### src/rtl/fpnew_classifier_pipe.sv
// Classifies NumOperands floating-point operands in the formats FP32, FP64, FP16, FP8 and FP16ALT.
// Produces a RISC-V fclass mask and an info byte per operand, passed through an elastic output pipeline.
module fpnew_classifier_pipe #(
    parameter int unsigned FLEN        = 64,
    parameter int unsigned NumOperands = 3,
    parameter int unsigned NumPipeRegs = 1,
    parameter int unsigned TagWidth    = 1
) (
    input  logic                        clk_i,
    input  logic                        rst_ni,
    input  logic [NumOperands*FLEN-1:0] operands_i,
    input  logic [2:0]                  fmt_i,
    input  logic                        check_box_i,
    input  logic [TagWidth-1:0]         tag_i,
    input  logic                        in_valid_i,
    output logic                        in_ready_o,
    input  logic                        flush_i,
    output logic [NumOperands*10-1:0]   class_mask_o,
    output logic [NumOperands*8-1:0]    info_o,
    output logic [TagWidth-1:0]         tag_o,
    output logic                        out_valid_o,
    input  logic                        out_ready_i,
    output logic                        busy_o
);

    localparam int unsigned DW = TagWidth + NumOperands * 18;

    function automatic logic [17:0] classify(input logic [FLEN-1:0] op,
                                             input logic [2:0]      fmt,
                                             input logic            check_box);
        logic [63:0] opx;
        logic [63:0] low;
        int unsigned w;
        logic        supported, boxed, sign, exp0, exp1, man0, qbit;
        logic [9:0]  mask;
        logic [7:0]  info;
        // Bits above FLEN read as ones so the box test only sees [FLEN-1:w].
        opx            = '1;
        opx[FLEN-1:0]  = op;
        supported      = 1'b1;
        w              = 32;
        sign           = 1'b0;
        exp0           = 1'b0;
        exp1           = 1'b0;
        man0           = 1'b0;
        qbit           = 1'b0;
        case (fmt)
            3'd0: begin
                w = 32; sign = opx[31]; exp0 = ~|opx[30:23]; exp1 = &opx[30:23];
                man0 = ~|opx[22:0]; qbit = opx[22];
            end
            3'd1: begin
                w = 64; sign = opx[63]; exp0 = ~|opx[62:52]; exp1 = &opx[62:52];
                man0 = ~|opx[51:0]; qbit = opx[51];
            end
            3'd2: begin
                w = 16; sign = opx[15]; exp0 = ~|opx[14:10]; exp1 = &opx[14:10];
                man0 = ~|opx[9:0]; qbit = opx[9];
            end
            3'd3: begin
                w = 8; sign = opx[7]; exp0 = ~|opx[6:2]; exp1 = &opx[6:2];
                man0 = ~|opx[1:0]; qbit = opx[1];
            end
            3'd4: begin
                w = 16; sign = opx[15]; exp0 = ~|opx[14:7]; exp1 = &opx[14:7];
                man0 = ~|opx[6:0]; qbit = opx[6];
            end
            default: supported = 1'b0;
        endcase
        low   = (w >= 64) ? '1 : ((64'd1 << w) - 64'd1);
        boxed = !check_box || (w == FLEN) || (&(opx | low));
        if (!supported || (w > FLEN) || !boxed) begin
            mask = 10'h200; info = 8'h50;
        end else if (exp1) begin
            if (man0) begin
                mask = sign ? 10'h001 : 10'h080; info = 8'h88;
            end else if (qbit) begin
                mask = 10'h200; info = 8'hD0;
            end else begin
                mask = 10'h100; info = 8'hB0;
            end
        end else if (exp0) begin
            if (man0) begin
                mask = sign ? 10'h008 : 10'h010; info = 8'h84;
            end else begin
                mask = sign ? 10'h004 : 10'h020; info = 8'h82;
            end
        end else begin
            mask = sign ? 10'h002 : 10'h040; info = 8'h81;
        end
        return {mask, info};
    endfunction

    logic [NumOperands*10-1:0] mask_c;
    logic [NumOperands*8-1:0]  info_c;
    logic [DW-1:0]             stage_in;

    always_comb begin
        mask_c = '0;
        info_c = '0;
        for (int i = 0; i < NumOperands; i++) begin
            {mask_c[i*10 +: 10], info_c[i*8 +: 8]} =
                classify(operands_i[i*FLEN +: FLEN], fmt_i, check_box_i);
        end
    end

    assign stage_in = {tag_i, mask_c, info_c};

    if (NumPipeRegs == 0) begin : g_bypass
        assign out_valid_o                       = in_valid_i;
        assign in_ready_o                        = out_ready_i;
        assign {tag_o, class_mask_o, info_o}     = stage_in;
        assign busy_o                            = in_valid_i;
    end else begin : g_pipe
        logic [NumPipeRegs:1]          vld_q, vld_d, rdy;
        logic [NumPipeRegs:1][DW-1:0]  dat_q, dat_d;
        logic [NumPipeRegs:0]          vld_in;
        logic [NumPipeRegs:0][DW-1:0]  dat_in;

        assign vld_in = {vld_q, in_valid_i};
        assign dat_in = {dat_q, stage_in};

        // A stage can accept when it or any stage downstream of it is empty.
        always_comb begin
            rdy = '0;
            for (int k = 1; k <= NumPipeRegs; k++) begin
                rdy[k] = out_ready_i;
                for (int j = k; j <= NumPipeRegs; j++) begin
                    if (!vld_q[j]) rdy[k] = 1'b1;
                end
            end
        end

        always_comb begin
            vld_d = vld_q;
            dat_d = dat_q;
            for (int k = 1; k <= NumPipeRegs; k++) begin
                if (flush_i) begin
                    vld_d[k] = 1'b0;
                end else if (rdy[k]) begin
                    vld_d[k] = vld_in[k-1];
                    if (vld_in[k-1]) dat_d[k] = dat_in[k-1];
                end
            end
        end

        always_ff @(posedge clk_i or negedge rst_ni) begin
            if (!rst_ni) begin
                vld_q <= '0;
                dat_q <= '0;
            end else begin
                vld_q <= vld_d;
                dat_q <= dat_d;
            end
        end

        assign in_ready_o                    = rdy[1];
        assign out_valid_o                   = vld_in[NumPipeRegs];
        assign {tag_o, class_mask_o, info_o} = dat_in[NumPipeRegs];
        assign busy_o                        = in_valid_i | (|vld_q);
    end

endmodule

### config.mk
export PLATFORM = sky130hd
export DESIGN_NAME = fpnew_classifier_pipe
export DESIGN_NICKNAME = d
export VERILOG_FILES = /design/src/rtl/fpnew_classifier_pipe.sv
export SDC_FILE = /design/constraint.sdc
export NUM_CORES = 1
export LEC_CHECK = 0
export BUFFER_PORTS_ARGS = -buffer_cell sky130_fd_sc_hd__buf_2
export CAP_MARGIN = 25
export CORE_AREA = 2 2 102 104
export CTS_BUF_LIST = sky130_fd_sc_hd__clkbuf_8
export DETAILED_ROUTE_END_ITERATION = 8
export DIE_AREA = 0 0 104 106
export GPL_TIMING_DRIVEN = 0
export PLACE_DENSITY = 0.82
export SLEW_MARGIN = 40
export SYNTH_ARGS = -nofsm -noshare
export SYNTH_HDL_FRONTEND = slang
export SYNTH_SLANG_ARGS = --single-unit
### constraint.sdc
create_clock -name clk_i -period 2.2 [get_ports clk_i]
set_input_delay 0.22 -clock clk_i [delete_from_list [all_inputs] [get_ports clk_i]]
set_output_delay 0.22 -clock clk_i [all_outputs]
set_load 0.05 [all_outputs]
Word level (Yosys, flattened, before mapping)
Index checks and enable logic that the tools add are counted.
{ "classes": {"n_lt_le_gt_ge": 2, "add_sub_neg": 1, "n_shift": 1, "bitwise": 5, "n_reduce_logical": 96, "mux": 69, "n_eq_ne": 5} }
{ "op_table": {"columns": ["cell", "n"], "rows": [
  ["OR 64 bit", 3],
  ["AND reduction 64 bit", 3],
  ["OR reduction 52 bit", 3],
  ["2-to-1 mux 10 bit", 15],
  ["2-to-1 mux 8 bit", 12],
  ["OR reduction 23 bit", 3],
  ["2-to-1 mux 64 bit", 1],
  ["<< shifter 1 x 32 -> 64 bit, first input constant", 1],
  ["subtractor 64 x 1 -> 64 bit, second input constant", 1],
  ["2-to-1 mux 7 bit", 9],
  ["one-hot mux 1 bit (5 select lines)", 12],
  ["AND reduction 8 bit", 6],
  ["OR reduction 8 bit", 6],
  ["2-to-1 mux 6 bit", 6],
  ["zero test 1 bit", 35],
  ["OR reduction 5 bit", 7],
  ["AND reduction 11 bit", 3],
  ["OR reduction 11 bit", 3],
  ["== test 32 x 7 -> 1 bit, second input constant", 1],
  ["greater-or-equal comparator 32 x 7 -> 1 bit, second input constant", 1],
  ["greater-than comparator 32 x 7 -> 1 bit, second input constant", 1],
  ["AND reduction 5 bit", 6],
  ["OR reduction 10 bit", 3],
  ["one-hot mux 7 bit (3 select lines)", 1],
  ["15 further kinds", 37]
]} }
{ "word_totals": {"wordCells": 181, "regBits": 56} }

Depth between registers and ports, before layout
Gate-level depths: netlist of run 1.
{ "depth": {"depth_word": 12, "mapped_depth": 11, "mapped_depth_nobuf": 8} }

Worst setup path after synthesis of run 1
No wires, ideal clock.
{ "synth_timing": {"path_kind": "input port to flip-flop", "startpoint": "in fmt_i[0]", "endpoint": "reg g_pipe.dat_q[47] (netlist bit)", "path_buffers": 3, "arrival_time_ns": 2.499, "path_slack_ns": -0.421, "path_stages": 11, "cell_sequence": "clkbuf_1 nand3b_1 ha_1 clkbuf_1 or3_1 and3b_1 o31ai_1 o21ai_0 and3_1 clkbuf_1 a32o_1"} }
{ "synth_between": {"elab_chain_len": 12} }
{ "synth_rtl": {"columns": ["item", "line_no", "text"], "rows": [
  ["from (decl)", "12", "input logic [2:0] fmt_i,"],
  ["== test 3 bit or == test 3 x 2 -> 1 bit (tied branches)", "47", "case (fmt)"],
  ["OR reduction 2 bit (no line)", null, null],
  ["one-hot mux 7 bit (3 select lines)", "47", null],
  ["<< shifter 1 x 32 -> 64 bit", "70", "low = (w >= 64) ? '1 : ((64'd1 << w) - 64'd1);"],
  ["subtractor 64 x 1 -> 64 bit", "70", null],
  ["2-to-1 mux 64 bit", "70", null],
  ["OR 64 bit", "71", "boxed = !check_box || (w == FLEN) || (&(opx | low));"],
  ["AND reduction 64 bit", "71", null],
  ["logical OR 1 bit", "71", null],
  ["zero test 1 bit", "72", "if (!supported || (w > FLEN) || !boxed) begin"],
  ["logical OR 1 bit", "72", null],
  ["2-to-1 mux 10 bit (*)", "72", null],
  ["to (signal assigned)", "153", "dat_q <= dat_d;"],
  ["to (decl)", "116", "logic [NumPipeRegs:1][DW-1:0] dat_q, dat_d;"]
]} }
Every way passes the cells marked *; elsewhere a longest branch is shown, timed or not.
A chain may end at the register's enable or synchronous reset.

Worst setup path in the final report of run 1
{ "layout_timing": {"startpoint": "in fmt_i[2]", "endpoint": "reg g_pipe.dat_q[28] (netlist bit)"} }
Same word-level chain as after synthesis.

==> results of run 1 <==
sequential cells by signal (all words and copies together), names as in the netlist:
register and cells:
g_pipe.dat_q 49, out_valid_o 1
cells in the final DEF, fill, tap and decap left out, types with 4 or more instances in the layout:
cell,instances
clkbuf_1,9
mux2i_1,9
o22ai_1,4
o31ai_2,11
a32o_1,10
nand3_1,20
a21oi_1,15
a31oi_1,4
dfrtp_1,50
nor2_1,37
buf_4,71
or4_4,5
o21a_1,4
nor3_1,21
buf_6,5
nor2b_1,5
clkbuf_8,6
nand2b_1,5
o31ai_1,10
or4_1,6
buf_2,257
nor4_1,33
nand4_1,41
o21ai_0,15
nand2_1,59
metrics by stage:
step / instance area [um2] / TNS, ns / total power, mW / instances
3_3_place_gp: 5570 / -44.23 / 1.92 / 910
3_5_place_dp: 5570 / -46.23 / 1.93 / 910
5_1_grt: 6080 / -2.73 / 2.74 / 932
4_1_cts: 5850 / -0.145 / 2.59 / 920
6_report: 6080 / -0.882 / 2.64 / 932
2_1_floorplan: 4110 / -0.607 / 1.54 / 515
logic make-up after synthesis:
kind of cell	after synthesis	synth area share [%]
buffers and inverters	76	12.0
AND/OR/NAND/NOR	264	34.2
AO/OA/AOI/OAI	111	19.9
flip-flops	50	30.6
other	1	0.0917
adder cells (fa/ha/maj)	1	0.306
multiplexers	12	3.03
worst reg2reg max path, stage by stage, from the launching register on:
cell and delay, ns:
dfrtp_1 0.37, nor2b_1 0.24, inv_1 0.09, nand3b_1 0.18, clkbuf_1 0.43, clkbuf_1 0.47
nand2_1 0.11, o21ai_0 0.10
per-layer routing:
| layer | GRT usage (%) | up-vias |
|---|---|---|
| li1 | - | 2518 |
| met5 | 0 | - |
| met4 | 8.59 | 0 |
| met1 | 33.8 | 2531 |
| met3 | 4.97 | 25 |
| met2 | 49.6 | 283 |
area by class of cell:
cell class	instances	area, um2
fillers	948	3920
multi-input cells	390	2590
repair buffers	277	1460
flip-flops and latches	50	1250
plain buffers	70	489
well taps	136	170
clock buffers	6	82.6
clock inverters	1	30.0
inverters	2	7.51
power groups by stage:
stage,Combinational [mW],Sequential (mW),Clock (mW)
floorplan,0.521,1.02,0
detailed placement,0.911,1.02,0
CTS,0.941,1.01,0.648
global placement,0.896,1.02,0
global route,1.05,1.01,0.681
finish,0.981,1.01,0.649
timing repair:
| action | 4_1_cts | 5_1_grt |
|---|---|---|
| cloned | 0 | 1 |
| gates resized for setup | 29 | 38 |
| hold endpoints to repair | 50 | 0 |
| pin swaps | 9 | 24 |
| setup endpoints to repair | 48 | 39 |
| setup buffers | 6 | 11 |
| hold buffers | 1 | 0 |
worst paths after layout:
| kind | slack (ns) | cells past startpoint | endpoint | startpoint |
|---|---|---|---|---|
| setup / recovery | -0.08 | 10 | g_pipe.dat_q[28] | fmt_i[2] |
| hold / removal | 0.1 | 2 | out_valid_o | flush_i |
| setup reg to reg | 0.14 | 7 | g_pipe.dat_q[11] | out_valid_o |
| hold reg to reg | 0.49 | 2 | g_pipe.dat_q[3] | g_pipe.dat_q[3] |
| max in group asynchronous | 1.31 | 2 | g_pipe.dat_q[53] | rst_ni |
| min in group asynchronous | 0.48 | 2 | g_pipe.dat_q[27] | rst_ni |
==> results.ini, run 1 <==
[run_status]
status = finished with violations
violations = negative setup slack

[synthesis]
synth.most_common_cell = nand2_1
synth_seq_area_share_pct = 30.6
postSynthAreaPerCell_um2 = 7.94
synth-edff-count = 0
ys_seq_elements = 50
synth.area.top_cells = dfrtp_1 (31%), buf_4 (9.9%), nand4_1 (6.3%)
synth_top_area_share_pct = 30.6
ys_types = 57
synth_top_area_cell = dfrtp_1
postSynthNetCount = 718
ys_warn_count = 0
netlist_instances = 515
synthesis.area_um2 = 4090
ys.flop_type = dfrtp_1
synth_common_cells = nand2_1 (59), buf_4 (54), dfrtp_1 (50)
async_flop_share_pct = 100

[drt]
dr_wl_met3_um = 1230
via_count = 5357
drt-initial-drc-count = 386
routed_wl_um = 16100
drtPass1Iterations = 5
avgRoutedWirePerCell_um = 17.3
drtAntennaViolNets = 0
top_layer_used = met4
avgViaCountPerCell = 5.75
wl_met2_um = 8240
drt-met1-wl_um = 6360
drc_errors = 0

[sta]
fmax_mhz = 439
hold_viol_final = 0
max_slew_margin_pct = 38.1
fin_hold_ws_ns = 0.0999
fin_skew_ns = 0.00415
slew_violations = 0
finalSetupViolCount = 22
timing.final.ws_setup_ns = -0.0792
rsz0062_at_grt = true
fin_crit_sh_pct = 104
worst_pin_slew_ns = 0.919
min_period_ns = 2.28

[flow_run]
drv_cap = 0

[floorplan]
start_util_pct = 40.9
io_pins = 260
num_rows = 37
fp.dieW_um = 104
die_h_um = 106
die_area_um2 = 11000
core_area_um2 = 10000

[clocking]
cts_tree = built
clock_latency_ns = 0.30
numCtsBuffers = 5
cts.sinks = 50
root_buffer = clkbuf_8
max-clock-path-buffers = 2
ctsHtreeMaxLevel = 2
path_clk_slew_ns = 0.08

[grt]
grt_max_degree = 51
antenna_found_initial = 0
grt_pass1_wl_um = 24600
grt_pass1_vias = 5102
gr-total-overflow = 0
grt_usage_pct = 27.7

[placement]
numPortBuffers = 259
place_congestion = 0.945
place_ws_ns = -1.24
dpl.hpwl_um = 13200

[setup_path]
slowest_delay_ns = 0.48
critPathKind = in -> reg
path_buf_inv = 3
cp.arrival_ns = 2.48
crit_chain = buf_8, buf_6, nand3b_1, ha_4, or3_4, a21boi_4, buf_6, o41ai_4, or3_4, o31ai_2
cp-start-kind = input pin
cp_slowest_cell = or3_4
worstSetupEndpointType = flip-flop
critical_path_required_ns = 2.40
timing.critical_path.max_delay_family = simple AND/OR/NAND/NOR gates
crit_fanout = 7

[pwr]
p_int_mw = 1.72
p_switching_mw = 0.919
leakage_nw = 2.92
ir_drop_mv = 0.354
swShare_pct = 34.9
p_seq_share_pct = 38.2
p_per_area_nw_per_um2 = 434
pwr-share-comb_pct = 37.2
p_clk_share_pct = 24.6

[cells_and_area]
diodes = 0
final_util_pct = 60.8
syn2layout_area_growth_pct = 48.6
final_layout_size_suffix_gt1_share_pct = 49.2
final_nets = 999

[min_path]
hold_class = in -> reg

(Power assumes the default switching activity.)
==> run 2: changes to the inputs <==
Settings changed: SETUP_SLACK_MARGIN from default to 0.15.
==> results.ini, run 2 (synthesized netlist as in run 1, its figures left out) <==
[floorplan]
num_rows = 37  ; unchanged
die_area_um2 = 11000  ; unchanged
die_h_um = 106  ; unchanged
core_area_um2 = 10000  ; unchanged
io_pins = 260  ; unchanged
start_util_pct = 40.9  ; unchanged
fp.dieW_um = 104  ; unchanged

[placement]
numPortBuffers = 259  ; unchanged
place_ws_ns = -1.13  ; +0.110 ns
place_congestion = 0.921  ; -2.6%
dpl.hpwl_um = 12900  ; -2.2%

[setup_path]
r2r_slack_ns = 0.05  ; -0.09 ns
crit_start = fmt_i[2]
critPathKind = in -> reg
crit_fanout = 6  ; -1
cp.arrival_ns = 2.52  ; +0.04 ns
ff2ff_path_depth = 7  ; unchanged
r2r-end = g_pipe.dat_q[40]
cp-start-kind = input pin
slowest_delay_ns = 0.39  ; -0.09 ns
cpMostUsedCell = buf_8
worstSetupEndpointType = flip-flop
cp_slowest_cell = or3_4
timing.critical_path.max_delay_family = simple AND/OR/NAND/NOR gates
reg2reg_from = out_valid_o
critical_path_required_ns = 2.40  ; about the same
crit_chain = buf_8, buf_8, nand3b_1, ha_2, buf_8, or3_4, and3b_2, o31ai_4, o21ai_1, and3_1, clkbuf_8, a32o_1
path_buf_inv = 4  ; +1

[grt]
grt_pass1_vias = 5092  ; -0.20%
grt_usage_pct = 27.5  ; -0.16 points
grt_pass1_wl_um = 24500  ; -0.14%
antenna_found_initial = 0  ; unchanged
grt_max_degree = 51  ; unchanged
gr-total-overflow = 0  ; unchanged

[cells_and_area]
mostFrequentLayoutCell = buf_2
final_layout_size_suffix_gt1_share_pct = 50.2  ; +0.94 points
largest_reg_flops = 49  ; unchanged
final_nets = 999  ; unchanged
final_cell_mix = buf_2 (257), buf_4 (66), nand2_1 (58)
fillerInstances = 959  ; +1.2%
diodes = 0  ; unchanged
syn2layout_area_growth_pct = 50.8
regMostFlops = g_pipe.dat_q

[pwr]
power_mw = 2.53  ; -4.0%
ir_drop_mv = 0.282  ; -20%
p_per_area_nw_per_um2 = 410  ; -5.3%
leakage_nw = 2.96  ; +1.2%

[sta]
finalSetupViolCount = 19  ; -14%
rsz0062_at_grt = true
fin_crit_sh_pct = 105  ; +1.8 points
hold_viol_final = 0  ; unchanged
fin_skew_ns = 0.00531  ; +0.00116 ns
timing.final.ws_setup_ns = -0.119  ; -0.0403 ns
slew_violations = 0  ; unchanged
max_slew_margin_pct = 36.4  ; -1.7 points
worst_pin_slew_ns = 0.944  ; +0.0248 ns
min_period_ns = 2.32  ; +0.0403 ns
fmax_mhz = 431  ; -1.7%

[clocking]
cts.sinks = 50  ; unchanged
max-clock-path-buffers = 2  ; unchanged
ctsHtreeMaxLevel = 2  ; unchanged
root_buffer = clkbuf_8
numCtsBuffers = 5  ; unchanged
cts_tree = built
clock_latency_ns = 0.30  ; about the same
path_clk_slew_ns = 0.09  ; about the same

[drt]
drtAntennaViolNets = 0  ; unchanged
avgRoutedWirePerCell_um = 17.0  ; -1.7%
drtPass1Iterations = 5  ; unchanged
routed_wl_um = 15800  ; -1.6%
avgViaCountPerCell = 5.61  ; -2.4%
drt-initial-drc-count = 293  ; -24%
via_count = 5236  ; -2.3%
drc_errors = 0  ; unchanged

[flow_run]
drv_cap = 0  ; unchanged

[min_path]
hold_class = in -> reg
min_to = out_valid_o
hold_path_depth = 2  ; unchanged
hold_start = flush_i

[run_status]
status = finished with violations
violations = negative setup slack

==> run 2: cell count changes in the layout (fill, tap and decap cells not counted), sizes merged <==
cell,change
clkinvlp,+1
clkinv,+2
or3,-1
bufinv,-1
==> run 2: how the worst max path moves through the flow <==
stage               cells after the start  slack [ns]                to
global placement                       11       -1.12   g_pipe.dat_q[3]
finish                                 12       -0.12  g_pipe.dat_q[49]
global route                           12       -0.17  g_pipe.dat_q[47]
floorplan                               6       -0.14  g_pipe.dat_q[20]
detailed placement                     11       -1.13   g_pipe.dat_q[3]
CTS                                    12       -0.07  g_pipe.dat_q[49]
==> run 2: metal layers <==
| layer | vias to the layer above | wire length, um | global-route usage, % |
|---|---|---|---|
| met1 | 2414 | 6280 | 31.9 |
| met4 | 0 | 552 | 12.0 |
| li1 | 2516 | - | - |
| met2 | 261 | 7970 | 50.4 |
| met5 | - | 0 | 0 |
| met3 | 45 | 1040 | 3.99 |
==> run 2: power by group <==
part	total, mW	internal [mW]	switching [mW]	leakage (nW)
combinational	0.998	0.395	0.602	2.25
sequential	1.00	0.969	0.0356	0.665
clock	0.530	0.224	0.306	0.0441
total	2.53	1.59	0.944	2.96
==> run 2: stage by stage <==
| step | cells | TNS (ns) | cell area, um2 | hold slack [ns] | utilization [%] |
|---|---|---|---|---|---|
| 3_3_place_gp | 910 | -42.77 | 5590 | 0.408 | 55.9 |
| 4_1_cts | 929 | -0.433 | 6040 | 0.0929 | 60.4 |
| 3_5_place_dp | 910 | -42.62 | 5590 | 0.272 | 55.9 |
| 6_report | 933 | -0.918 | 6170 | 0.0948 | 61.7 |
| 5_1_grt | 933 | -2.06 | 6170 | 0.116 | 61.7 |
| 2_1_floorplan | 515 | -0.607 | 4120 | -0.0756 | - |
==> run 2: what timing repair did <==
item                       CTS  global route
hold buffers                 1             0
setup buffers                9             4
gates cloned                 1             0
hold endpoints to repair    50             0
setup endpoints to repair   48            49
pin swaps                   25            17
resized for setup           68            30
==> run 2: final cells by class <==
cell class / count / area [um2] / area share (%)
multi-input combinational: 389 / 2630 / 42.6
clock inverter: 3 / 21.3 / 0.345
sequential: 50 / 1250 / 20.3
tap: 136 / 170 / 2.76
timing repair buffer: 274 / 1450 / 23.5
clock buffer: 5 / 68.8 / 1.12
inverter: 2 / 7.51 / 0.122
buffer: 74 / 568 / 9.21
